===== config.mk =====
export PLATFORM = sky130hd
export DESIGN_NAME = otbn_job_arbiter
export DESIGN_NICKNAME = d
export VERILOG_FILES = /design/src/rtl/otbn_job_arbiter.sv
export SDC_FILE = /design/constraint.sdc
export NUM_CORES = 1
export LEC_CHECK = 0
export CORE_MARGIN = 2
export CORE_UTILIZATION = 60
export CTS_BUF_LIST = sky130_fd_sc_hd__clkbuf_4 sky130_fd_sc_hd__clkbuf_8
export DETAILED_ROUTE_END_ITERATION = 6
export DONT_BUFFER_PORTS = 1
export MAX_ROUTING_LAYER = met4
export PLACE_DENSITY = 0.72
export SETUP_SLACK_MARGIN = 0.3
export SLEW_MARGIN = 20
export SYNTH_ARGS = -nofsm -noshare
export SYNTH_HDL_FRONTEND = slang
export SYNTH_SLANG_ARGS = --single-unit

===== constraint.sdc =====
create_clock -name clk -period 6.11 [get_ports clk]
set_clock_uncertainty 0.15 [all_clocks]
set_input_delay 0.9165 -clock clk [delete_from_list [all_inputs] [get_ports clk]]
set_output_delay 0.9165 -clock clk [all_outputs]
set_load 0.01 [all_outputs]

===== src/rtl/otbn_job_arbiter.sv =====
// Two-requester round-robin job arbiter for a single accelerator: grants a job,
// pulses start, tracks ack/run/timeout, and returns a cycle count to the owner.
module otbn_job_arbiter #(
    parameter int CNT_W   = 32,
    parameter int TIMEOUT = 1000000,
    parameter int ACK_MAX = 16
) (
    input  logic             clk,
    input  logic             reset,
    input  logic [1:0]       req_valid,
    output logic [1:0]       req_ready,
    output logic [1:0]       resp_valid,
    input  logic [1:0]       resp_ready,
    output logic [CNT_W-1:0] resp_cycles,
    output logic             resp_timeout,
    input  logic             status_idle,
    output logic             start_cmd,
    input  logic             done,
    output logic             busy
);

    localparam logic [CNT_W-1:0] TIMEOUT_C = CNT_W'(TIMEOUT);
    localparam logic [CNT_W-1:0] ACK_MAX_C = CNT_W'(ACK_MAX);
    localparam logic [CNT_W-1:0] CNT_MAX   = '1;
    localparam logic [CNT_W-1:0] CNT_ONE   = CNT_W'(1);

    typedef enum logic [2:0] {
        S_IDLE,
        S_START,
        S_ACK,
        S_RUN,
        S_RESP
    } state_e;

    state_e           state_q, state_d;
    logic [CNT_W-1:0] cnt_q, cnt_d;
    logic             to_q, to_d;
    logic             owner_q, owner_d;
    logic             prio_q, prio_d;
    logic [CNT_W-1:0] cnt_inc;
    logic             gnt;
    logic [1:0]       req_ready_c;

    // Saturating increment: the counter sticks at its maximum instead of wrapping.
    assign cnt_inc = (cnt_q == CNT_MAX) ? cnt_q : cnt_q + CNT_ONE;

    always_comb begin
        state_d     = state_q;
        cnt_d       = cnt_q;
        to_d        = to_q;
        owner_d     = owner_q;
        prio_d      = prio_q;
        req_ready_c = 2'b00;
        gnt         = 1'b0;
        case (state_q)
            S_IDLE: begin
                if (status_idle && (|req_valid)) begin
                    gnt              = req_valid[prio_q] ? prio_q : ~prio_q;
                    req_ready_c[gnt] = 1'b1;
                    owner_d          = gnt;
                    prio_d           = ~gnt;
                    state_d          = S_START;
                end
            end
            S_START: begin
                cnt_d   = CNT_ONE;
                to_d    = 1'b0;
                state_d = S_ACK;
            end
            // done is deliberately not looked at here: it may still be high from the previous job.
            S_ACK: begin
                if (!status_idle) begin
                    cnt_d   = cnt_inc;
                    state_d = S_RUN;
                end else if (cnt_q >= ACK_MAX_C) begin
                    to_d    = 1'b1;
                    state_d = S_RESP;
                end else begin
                    cnt_d = cnt_inc;
                end
            end
            S_RUN: begin
                if (done) begin
                    to_d    = 1'b0;
                    state_d = S_RESP;
                end else if (cnt_q >= TIMEOUT_C) begin
                    to_d    = 1'b1;
                    state_d = S_RESP;
                end else begin
                    cnt_d = cnt_inc;
                end
            end
            S_RESP: begin
                if (resp_ready[owner_q]) begin
                    state_d = S_IDLE;
                end
            end
            default: state_d = S_IDLE;
        endcase
    end

    always_ff @(posedge clk) begin
        if (reset) begin
            state_q <= S_IDLE;
            cnt_q   <= '0;
            to_q    <= 1'b0;
            owner_q <= 1'b0;
            prio_q  <= 1'b0;
        end else begin
            state_q <= state_d;
            cnt_q   <= cnt_d;
            to_q    <= to_d;
            owner_q <= owner_d;
            prio_q  <= prio_d;
        end
    end

    assign req_ready    = req_ready_c;
    assign resp_valid   = (state_q == S_RESP) ? (owner_q ? 2'b10 : 2'b01) : 2'b00;
    assign resp_cycles  = cnt_q;
    assign resp_timeout = to_q;
    assign start_cmd    = (state_q == S_START);
    assign busy         = (state_q != S_IDLE);

endmodule


# After elaboration in Yosys (flattened, before gate mapping)

Cells that the tools add are included.

Flip-flop bits (word level): 38
Latch bits: 0
Memory bits (writable): 0
Memory bits (read-only): 0
Bits of input ports: 8
Output and inout port bits: 39
Word-level logic and storage cells: 67
Memories: 0

$add $sub $neg: 1
Multiply operators: 0
Divide/modulo/power cells: 0
Order comparisons: 6
Equal/unequal tests: 14
Shift-type cells: 0
Multiplexer cells: 29
Bitwise logic cells: 2
Reduce and logical (&&, ||, !) cells: 10

Operator list:

| kind                                                  | number |
|---|---|
| 2-to-1 mux 32 bit                                     | 5 |
| case mux 32 bit (3 select lines)                      | 1 |
| adder 32 x 1 -> 32 bit, second input constant         | 1 |
| equality test 32 bit, second input constant           | 1 |
| >= comparator 32 x 20 -> 1 bit, second input constant | 1 |
| >= comparator 32 x 5 -> 1 bit, second input constant  | 1 |
| 2-to-1 mux 3 bit                                      | 6 |
| case mux 3 bit (5 select lines)                       | 1 |
| inequality test 2 bit, second input constant          | 6 |
| AND reduction 4 bit                                   | 3 |
| 2-to-1 mux 1 bit                                      | 10 |
| inequality test 3 bit, second input constant          | 3 |
| 2-to-1 mux 2 bit                                      | 4 |
| equality test 3 x 2 -> 1 bit, second input constant   | 2 |
| < comparator 1 x 2 -> 1 bit, second input constant    | 3 |
| nonzero test 3 bit                                    | 2 |
| equality test 3 x 1 -> 1 bit, second input constant   | 1 |
| equality test 3 bit, second input constant            | 1 |
| zero test 3 bit                                       | 1 |
| case mux 1 bit (3 select lines)                       | 1 |
| logical AND 1 bit                                     | 2 |
| NOT 1 bit                                             | 2 |
| AND reduction 2 bit                                   | 1 |
| OR reduction 2 bit                                    | 1 |
| other kinds (2)                                       | 2 |

# Longest topological paths before layout

Gate-level depths: netlist of the first run.

Depth in word-level cells: 9
Gate-level depth with buffers: 9

# Worst setup path before layout of the first run

Ideal clock, no wire load.

Path type: flip-flop to flip-flop
Start: reg cnt_q[27] (netlist: resp_cycles[27])
End: reg cnt_q[9] (netlist: resp_cycles[9])
Setup time: 0.128 ns
Data arrival time: 2.383 ns
Data required time: 5.832 ns
Slack: 3.449 ns
Stages on the path, launching flop included: 8
Buffers on the path: 0
Clock period less this slack: 2.661 ns
Cell sequence: dfxtp_1 > nor4_1 > nand3_1 > or3_4 > a311o_1 > or4_1 > xor2_1 > nor2_1

Cells in the longest elaborated chain, start to end: 5
Elaborated cells on any way between the ends: 12
Those cells by class: 2 x order compare; 3 x eq/ne; 6 x mux; 1 x reduce/logical

Ends and longest elaborated chain:

| item                                                                  | line | text |
|---|---|---|
| start, declared                                                       | 36   | `logic [CNT_W-1:0] cnt_q, cnt_d;` |
| start signal, assigned                                                | 111  | `cnt_q <= cnt_d;` |
| branches (longest 5 deep; another with >= comparator 32 x 5 -> 1 bit) | -    |  |

Several ways; the timed one is not identified. The select of a mux whose other input is x is not followed.
A chain may end at the register's enable or synchronous reset.

# Final worst setup path of the first run

Start: reg cnt_q[22] (netlist: resp_cycles[22])
End: reg cnt_q[25] (netlist: resp_cycles[25])

Cells in the longest elaborated chain, start to end: 5
Elaborated cells on any way between the ends: 13
Those cells by class: 1 x add/sub; 2 x order compare; 3 x eq/ne; 6 x mux; 1 x reduce/logical

Ends and longest elaborated chain:

| item                                                                  | line   | text |
|---|---|---|
| adder 32 x 1 -> 32 bit / equality test 32 bit (equally long branches) | 45     | `assign cnt_inc = (cnt_q == CNT_MAX) ? cnt_q : cnt_q + CNT_ONE;` |
| 2-to-1 mux 32 bit                                                     | 45     |  |
| 2-to-1 mux 32 bit, on equally long branches                           | 86, 75 |  |
| 2-to-1 mux 32 bit, on equally long branches                           | 83, 72 |  |
| case mux 32 bit (3 select lines)                                      | 55     | `case (state_q)` |

Several ways; a longest one is shown, not always the timed one. The select of a mux whose other input is x is not followed.

==> reports/results.ini, run 1 <==
[timing]
fmax_ghz=0.2997
setup-tns-final_ns=0
rsz0062_at_grt=false
layout_min_cycle_time_ns=3.337
relSlewSlack_pct=30.39
finalCritPeriodShare_pct=54.61
setup_viol=0
slew_viol_final=0
max_slew.worst_pin.slew_ns=1.037
hold_violations=0

[finish]
diodes=0
multiInputGateArea_um2=1291
fillers=332
area_delta_synth_final_pct=6.177
final_common_cell=nor2_1
final_cell_mix=nor2_1 (40), dfxtp_1 (38), nand2_1 (23), nand3_1 (19), xor2_1 (14)
seqCellArea_um2=760.7
drive_gt1_share_pct=5.861
fin_nets=282

[routing]
wl_um=5113
ant_nets=0
dr.pass1.iters=4
wire_per_inst_um=16.03
num_vias=2022
route.met2.wl_um=2426
top_layer=met4
dr_wl_met3_um=295
vias_per_cell=6.339
drc=0
first_iter_violations=155
wl_met1_um=2329

[critical_path]
critPathKind=register to register
critical-path-max-stage-delay_ns=0.69
crit_path_top_delay_cell=a311oi_4
cp-start-kind=register
worst-path-buf-inv=0
critPathTopFamily=simple AND/OR/NAND/NOR gates
crit_required_ns=6.27
critPathCaptureType=register
cp_max_fo=16
ff2ff_setup_slack_ns=2.77
crit_arrival_ns=3.50
path_cells=nor4_1, nand3_1, or3_4, a311oi_4, nand2_1, or4_1, nand2_1
cp_common_cell=nand2_1

[logic_synthesis]
syn_nets=285
seq_area_frac_synth_pct=35.76
ys_warn_count=0
synth_area_per_cell_um2=7.735
yosysUniqueCellTypes=41
ys.flop_type=dfxtp_1
netlist_instances=275
synth_edf_count=0
async_flop_share_pct=0
synth-seq-cells=38
syn-cell-area_um2=2127

[cts]
htreeDepth=2
cts_tree=yes
cts.path.max_buffers=2
cts_resized=0
clk_latency_ns=0.36
clk_pin_slew_ns=0.11
postCtsSetupBuffers=0
cts_inserted_buffers=5
clock-sinks=38
hold_buffers=0
cts-root-buf=clkbuf_4

[die]
fp.dieW_um=63.54
initial_utilization_pct=63.24
die_y_um=63.54
fp-row-count=21
coreArea_um2=3363
dieArea_um2=4037
ioPinCount=47

[place]
port-buffer-count=0
hpwl_um=3715
routabilityCongestion=0.8417

[power_and_ir_drop]
p_leak_nw=0.7488
irDropWorstVdd_uv=185.2
total_power_mw=0.6811
power_density_nw_per_um2=301.6

[job]
max_cap_violations=0

[grt]
grt_max_degree=29
antenna_found_initial=0
grtUsageTotal_pct=28.65
grt_pass1_wl_um=8901
grt_pass1_vias=1904
overflow=0

[hold_path]
hold_path.class=register to register

[run_status]
run_status=complete, no violations

==> metrics by stage <==
step,hold slack [ns],instance area (um^2),setup slack [ns],util [%],cells
2_1_floorplan,0.3115,2127,3.449,-,275
3_3_place_gp,0.3232,2147,2.888,63.84,311
3_5_place_dp,0.3224,2147,2.805,63.84,311
4_1_cts,0.3415,2258,2.827,67.15,319
5_1_grt,0.4034,2258,2.503,67.15,319
6_report,0.3394,2258,2.774,67.15,319
==> area by class of cell <==
type	instances	share of cell area, %
Clock buffer	6	2.271
Inverter	10	1.662
Sequential cell	38	33.68
Clock inverter	2	2.659
Multi-Input combinational cell	217	57.17
Tap cell	46	2.548
==> path summary, 6_finish.rpt <==
path | start | end | cells past startpoint
max reg2reg | resp_cycles[22] | resp_cycles[25] | 7
min | prio_q | prio_q | 2
max | resp_cycles[22] | resp_cycles[25] | 7
min reg2reg | prio_q | prio_q | 2
==> Yosys cell counts (7+ instances only) <==
| master | number | share of area (%) |
|---|---|---|
| nor2_1 | 40 | 7.1 |
| dfxtp_1 | 38 | 36 |
| nand2_1 | 23 | 4.1 |
| nand3_1 | 19 | 4.5 |
| xor2_1 | 14 | 5.8 |
| nor3_1 | 13 | 3.1 |
| nor4_1 | 12 | 3.5 |
| nand4_1 | 11 | 3.2 |
| inv_1 | 10 | 1.8 |
| a21oi_1 | 9 | 2.1 |
| clkbuf_1 | 9 | 1.6 |
| or4_1 | 9 | 3.2 |
| and3_1 | 8 | 2.4 |
| or3_1 | 7 | 2.1 |
==> logic make-up after synthesis <==
logic type / Yosys count / share of synthesized area, %
and+or+nand+nor: 156 / 38.06
AOI/OAI and AO/OA: 40 / 13.53
DFF: 38 / 35.76
buffers and inverters: 20 / 3.529
xor gates and xnor gates: 18 / 7.412
adders and majority gates: 2 / 1.176
muxes: 1 / 0.5294
==> layer usage <==
layer  vias to the layer above  global-route usage, %
li1                       1006                      -
met1                       945                  34.41
met2                        65                  44.61
met3                         6                  8.750
met4                         0                  11.96
met5                         -                      -
==> flip-flops by register name, summed over array words and instances (netlist names) <==
register and cells:
resp_timeout 1, prio_q 1, resp_cycles 32, state_q 3, owner_q 1
==> power by group <==
part,internal (mW),total (mW),switching [mW]
clock,0.139,0.225,0.0861
combinational,0.0499,0.157,0.107
sequential,0.264,0.299,0.0349
total,0.453,0.681,0.228
==> worst reg2reg max path, stage by stage, from the launching register on <==
cell	delay (ns)
dfxtp_1	0.39
nor4_1	0.48
nand3_1	0.13
or3_4	0.44
a311oi_4	0.69
nand2_1	0.38
or4_1	0.56
nand2_1	0.07
(Power assumes the default switching activity.)
==> run 2, diff against run 1 <==
Settings changed: CORE_UTILIZATION 60 to 59, PLACE_DENSITY 0.72 to 0.74.
Clock period 6.11 ns to 2.7 ns, I/O delays scaled along.
==> reports/results.ini, run 2 (synthesis gave the netlist of run 1 again) <==
[routing]
vias_per_cell=6.648  ; +4.9%
dr.pass1.iters=5  ; +1
wl_um=7054  ; +38%
drc=0  ; unchanged
ant_nets=0  ; unchanged
num_vias=2473  ; +22%
wire_per_inst_um=18.96  ; +18%
first_iter_violations=388  ; +150%

[finish]
fin_nets=335  ; +19%
drive_gt1_share_pct=33.44  ; +28 points
area_delta_synth_final_pct=34.88
final_cell_mix=buf_4 (45), nor2_1 (40), dfxtp_1 (29), nand2_1 (22), xor2_1 (13)
largest_reg_flops=32  ; unchanged
final_core_util_pct=84.64  ; +17 points
diodes=0  ; unchanged
final_common_cell=buf_4

[place]
port-buffer-count=0  ; unchanged
routabilityCongestion=0.9510  ; +13%
hpwl_um=4631  ; +25%

[timing]
rsz0062_at_grt=true
max_slew.worst_pin.slew_ns=0.7165  ; -0.3206 ns
setup_viol=11  ; +11
hold_violations=0  ; unchanged
slew_viol_final=0  ; unchanged
relSlewSlack_pct=51.79  ; +21 points
layout_min_cycle_time_ns=2.803  ; -0.5333 ns
fmax_ghz=0.3567  ; +19%
setup_slack_ns=-0.1032  ; -2.877 ns
finalCritPeriodShare_pct=103.8  ; +49 points

[cts]
cts_inserted_buffers=5  ; unchanged
clk_latency_ns=0.35  ; about the same
cts_tree=yes
htreeDepth=2  ; unchanged
clock-sinks=38  ; unchanged
cts.path.max_buffers=2  ; unchanged
cts-root-buf=clkbuf_4
clk_pin_slew_ns=0.11  ; about the same

[power_and_ir_drop]
p_leak_nw=1.043  ; +39%
total_power_mw=1.697  ; +150%
power_density_nw_per_um2=591.6  ; +96%
irDropWorstVdd_uv=281.6  ; +52%

[grt]
grt_pass1_vias=2169  ; +14%
grtUsageTotal_pct=33.05  ; +4.4 points
grt_pass1_wl_um=10240  ; +15%
grt_max_degree=16  ; -45%
antenna_found_initial=0  ; unchanged
overflow=0  ; unchanged

[die]
fp-row-count=21  ; unchanged
dieArea_um2=4101  ; +1.6%
coreArea_um2=3390  ; +0.78%
fp.dieW_um=64.04  ; +0.79%
die_y_um=64.04  ; +0.79%
initial_utilization_pct=62.75  ; -0.49 points
ioPinCount=47  ; unchanged

[critical_path]
cp-start-kind=register
crit_arrival_ns=2.94  ; -0.56 ns
crit_required_ns=2.84  ; -3.43 ns
critPathKind=register to register
cp-startpoint=resp_cycles[8]
r2r_start=resp_cycles[8]
critPathCaptureType=register
cp_max_fo=6  ; -10

[job]
max_cap_violations=0  ; unchanged

[hold_path]
hold_path.class=input pin to register
hp-start=reset

[run_status]
violations=setup timing
run_status=finished with violations

==> run 2: worst paths after layout <==
| path | end | slack (ns) | depth (start not counted) |
|---|---|---|---|
| max | resp_cycles[8] | -0.10 | 7 |
| max reg2reg | resp_cycles[8] | -0.10 | 7 |
| min reg2reg | prio_q | 0.37 | 2 |
| min | state_q[2] | 0.08 | 2 |
==> run 2: metal layers <==
metal	global-route usage, %	wire [um]	vias to the layer above
met5	-	0	-
met4	13.86	232	0
met3	7.394	669	31
met2	52.86	3398	176
met1	40.15	2754	1161
li1	-	-	1105
==> run 2: stage by stage <==
| stage | cells | worst slack (ns) | hold WS [ns] | setup TNS [ns] | cell area, um^2 |
|---|---|---|---|---|---|
| after CTS | 367 | 0.008388 | 0.08432 | 0 | 2679 |
| after global placement | 353 | 0.01895 | 0.3201 | 0 | 2519 |
| after floorplan | 275 | 0.2208 | 0.3115 | 0 | 2183 |
| after global routing | 372 | -0.1275 | 0.05903 | -0.9510 | 2869 |
| after detailed placement | 353 | 0.00007350 | 0.3311 | 0 | 2519 |
| final | 372 | -0.1032 | 0.07855 | -0.4165 | 2869 |
==> run 2: report_power, final <==
part	total [mW]	internal, mW	leakage, nW	switching (mW)
clock	0.316	0.134	0.0368	0.182
combinational	0.705	0.310	0.694	0.395
sequential	0.676	0.599	0.312	0.0771
==> run 2: worst max-delay path, stage by stage (launching register included) <==
cell	delay, ns
dfxtp_1	0.34
nor4_1	0.38
nand4b_1	0.20
or3_4	0.39
a311o_2	0.45
or4_4	0.53
xor2_2	0.20
nor2_1	0.11
==> run 2: cell type report <==
class                   count  area (um^2)
repair buffers             53        430.4
clock buffers               8        60.06
flip-flops and latches     38        777.0
multi-input cells         217         1506
well taps                  46        57.56
inverters                  10        37.54
fillers                   205        520.5
==> run 2: timing repair <==
action / CTS / global route
pin swaps: 8 / 20
setup buffers: 5 / 5
hold buffers: 1 / 0
resized for setup: 13 / 30
endpoints found under the setup margin: 30 / 35
hold endpoints to repair: 8 / 0
==> run 3, diff against run 2 <==
Settings changed: PLACE_DENSITY 0.74 to 0.78.
==> reports/results.ini, run 3 (synthesis gave the netlist of run 1 again) <==
[hold_path]
hp-start=reset
hold_path_depth=2  ; unchanged
holdPathEnd=state_q[2]
hold_path.class=input pin to register

[cts]
cts_inserted_buffers=5  ; unchanged
cts_tree=yes
clock-sinks=38  ; unchanged
cts.path.max_buffers=2  ; unchanged
cts-root-buf=clkbuf_4
htreeDepth=2  ; unchanged
clk_pin_slew_ns=0.12  ; about the same
clk_latency_ns=0.36  ; about the same

[timing]
whs_ns=0.04941  ; -0.02914 ns
setup_slack_ns=-0.1039  ; -0.0006840 ns
rsz0062_at_grt=true
setup-tns-final_ns=-0.8581  ; -0.4416 ns
setup_viol=20  ; +9
layout_min_cycle_time_ns=2.804  ; +0.0006840 ns
slew_viol_final=0  ; unchanged
fmax_ghz=0.3566  ; about the same
hold_violations=0  ; unchanged
relSlewSlack_pct=55.23  ; +3.4 points
finalCritPeriodShare_pct=103.8  ; about the same
max_slew.worst_pin.slew_ns=0.6654  ; -0.05118 ns

[place]
hpwl_um=4458  ; -3.7%
placed_cell_area_um2=2489  ; -1.2%
place_ws_ns=0.01681  ; +0.01674 ns
placed_cells_incl_taps=349  ; -1.1%
port-buffer-count=0  ; unchanged
routabilityCongestion=0.9067  ; -4.7%

[finish]
drive_gt1_share_pct=36.89  ; +3.5 points
fin_nets=337  ; +0.60%
area_delta_synth_final_pct=40.24
final_cell_mix=buf_4 (45), nor2_1 (40), dfxtp_1 (27), nand2_1 (22), xor2_1 (13)
largest_reg_flops=32  ; unchanged
diodes=0  ; unchanged
layout.cells.non_filler=374  ; +0.54%
final_core_util_pct=88.00  ; +3.4 points
fin_area_um2=2983  ; +4.0%
final_common_cell=buf_4

[grt]
grtUsageTotal_pct=34.38  ; +1.3 points
grt_pass1_wl_um=10780  ; +5.3%
antenna_found_initial=0  ; unchanged
overflow=0  ; unchanged
grt_pass1_vias=2304  ; +6.2%
grt_max_degree=19  ; +3

[die]
dieArea_um2=4101  ; unchanged
die_y_um=64.04  ; unchanged
fp.dieW_um=64.04  ; unchanged
initial_utilization_pct=62.75  ; unchanged
fp-row-count=21  ; unchanged
coreArea_um2=3390  ; unchanged
ioPinCount=47  ; unchanged

[critical_path]
cp-start-kind=register
crit_arrival_ns=2.95  ; about the same
reg2regPathDepth=7  ; unchanged
cp_max_fo=5  ; -1
critPathCaptureType=register
r2r-end=resp_cycles[19]
crit_required_ns=2.85  ; about the same
critPathKind=register to register
r2r_start=resp_cycles[27]
ff2ff_setup_slack_ns=-0.10  ; about the same

[power_and_ir_drop]
p_leak_nw=1.088  ; +4.3%
total_power_mw=1.824  ; +7.4%
power_density_nw_per_um2=611.4  ; +3.3%
irDropWorstVdd_uv=379.3  ; +35%

[run_status]
violations=DRC, setup timing
run_status=finished with violations

[routing]
wl_um=8239  ; +17%
drc=57  ; +57
vias_per_cell=7.053  ; +6.1%
first_iter_violations=505  ; +30%
num_vias=2638  ; +6.7%
ant_nets=0  ; unchanged
wire_per_inst_um=22.03  ; +16%
dr.pass1.iters=7  ; +2

[job]
max_cap_violations=0  ; unchanged

==> run 3: how the worst max path moves through the flow <==
stage	startpoint	endpoint	slack, ns	cells past startpoint
finish	resp_cycles[27]	resp_cycles[19]	-0.10	7
detailed placement	resp_cycles[31]	resp_cycles[19]	0.02	7
global route	resp_cycles[27]	resp_cycles[19]	-0.16	7
floorplan	resp_cycles[14]	resp_cycles[19]	0.22	6
global placement	resp_cycles[15]	resp_cycles[19]	0.07	7
CTS	resp_cycles[30]	resp_cycles[19]	0.04	7
==> run 3: critical path, stage by stage, from the launching register on <==
cell and delay [ns]:
dfxtp_2 0.36, nor4_4 0.35, nand3_1 0.18, or3_4 0.44, a311oi_4 0.38, nand3_2 0.20
or4_4 0.55, a21oi_2 0.12
==> run 3: routing by layer <==
metal  track usage (%)  routed length, um  up-vias
li1                  -                  -     1109
met1             40.80               2845     1183
met2             54.69               3721      259
met3             7.570               1000       87
met4             17.66                672        0
met5                 -                  0        -
==> run 3: area by class of cell <==
cell class,instances,area [um^2]
flip-flops and latches,38,779.5
repair buffers,55,469.2
multi-input cells,217,1575
clock buffers,7,58.81
clock inverters,1,5.005
inverters,10,37.54
fillers,150,406.6
well taps,46,57.56
==> run 3: repair_timing <==
item,4_1_cts,5_1_grt
gates cloned,1,0
setup endpoints to repair,32,36
pin swaps,16,24
setup buffers,6,9
hold buffers,1,0
resized for setup,20,40
hold endpoints to repair,8,0
==> run 3: where the power goes <==
part	internal [mW]	switching, mW	total [mW]
clock	0.136	0.198	0.335
sequential	0.599	0.0809	0.680
combinational	0.371	0.438	0.809
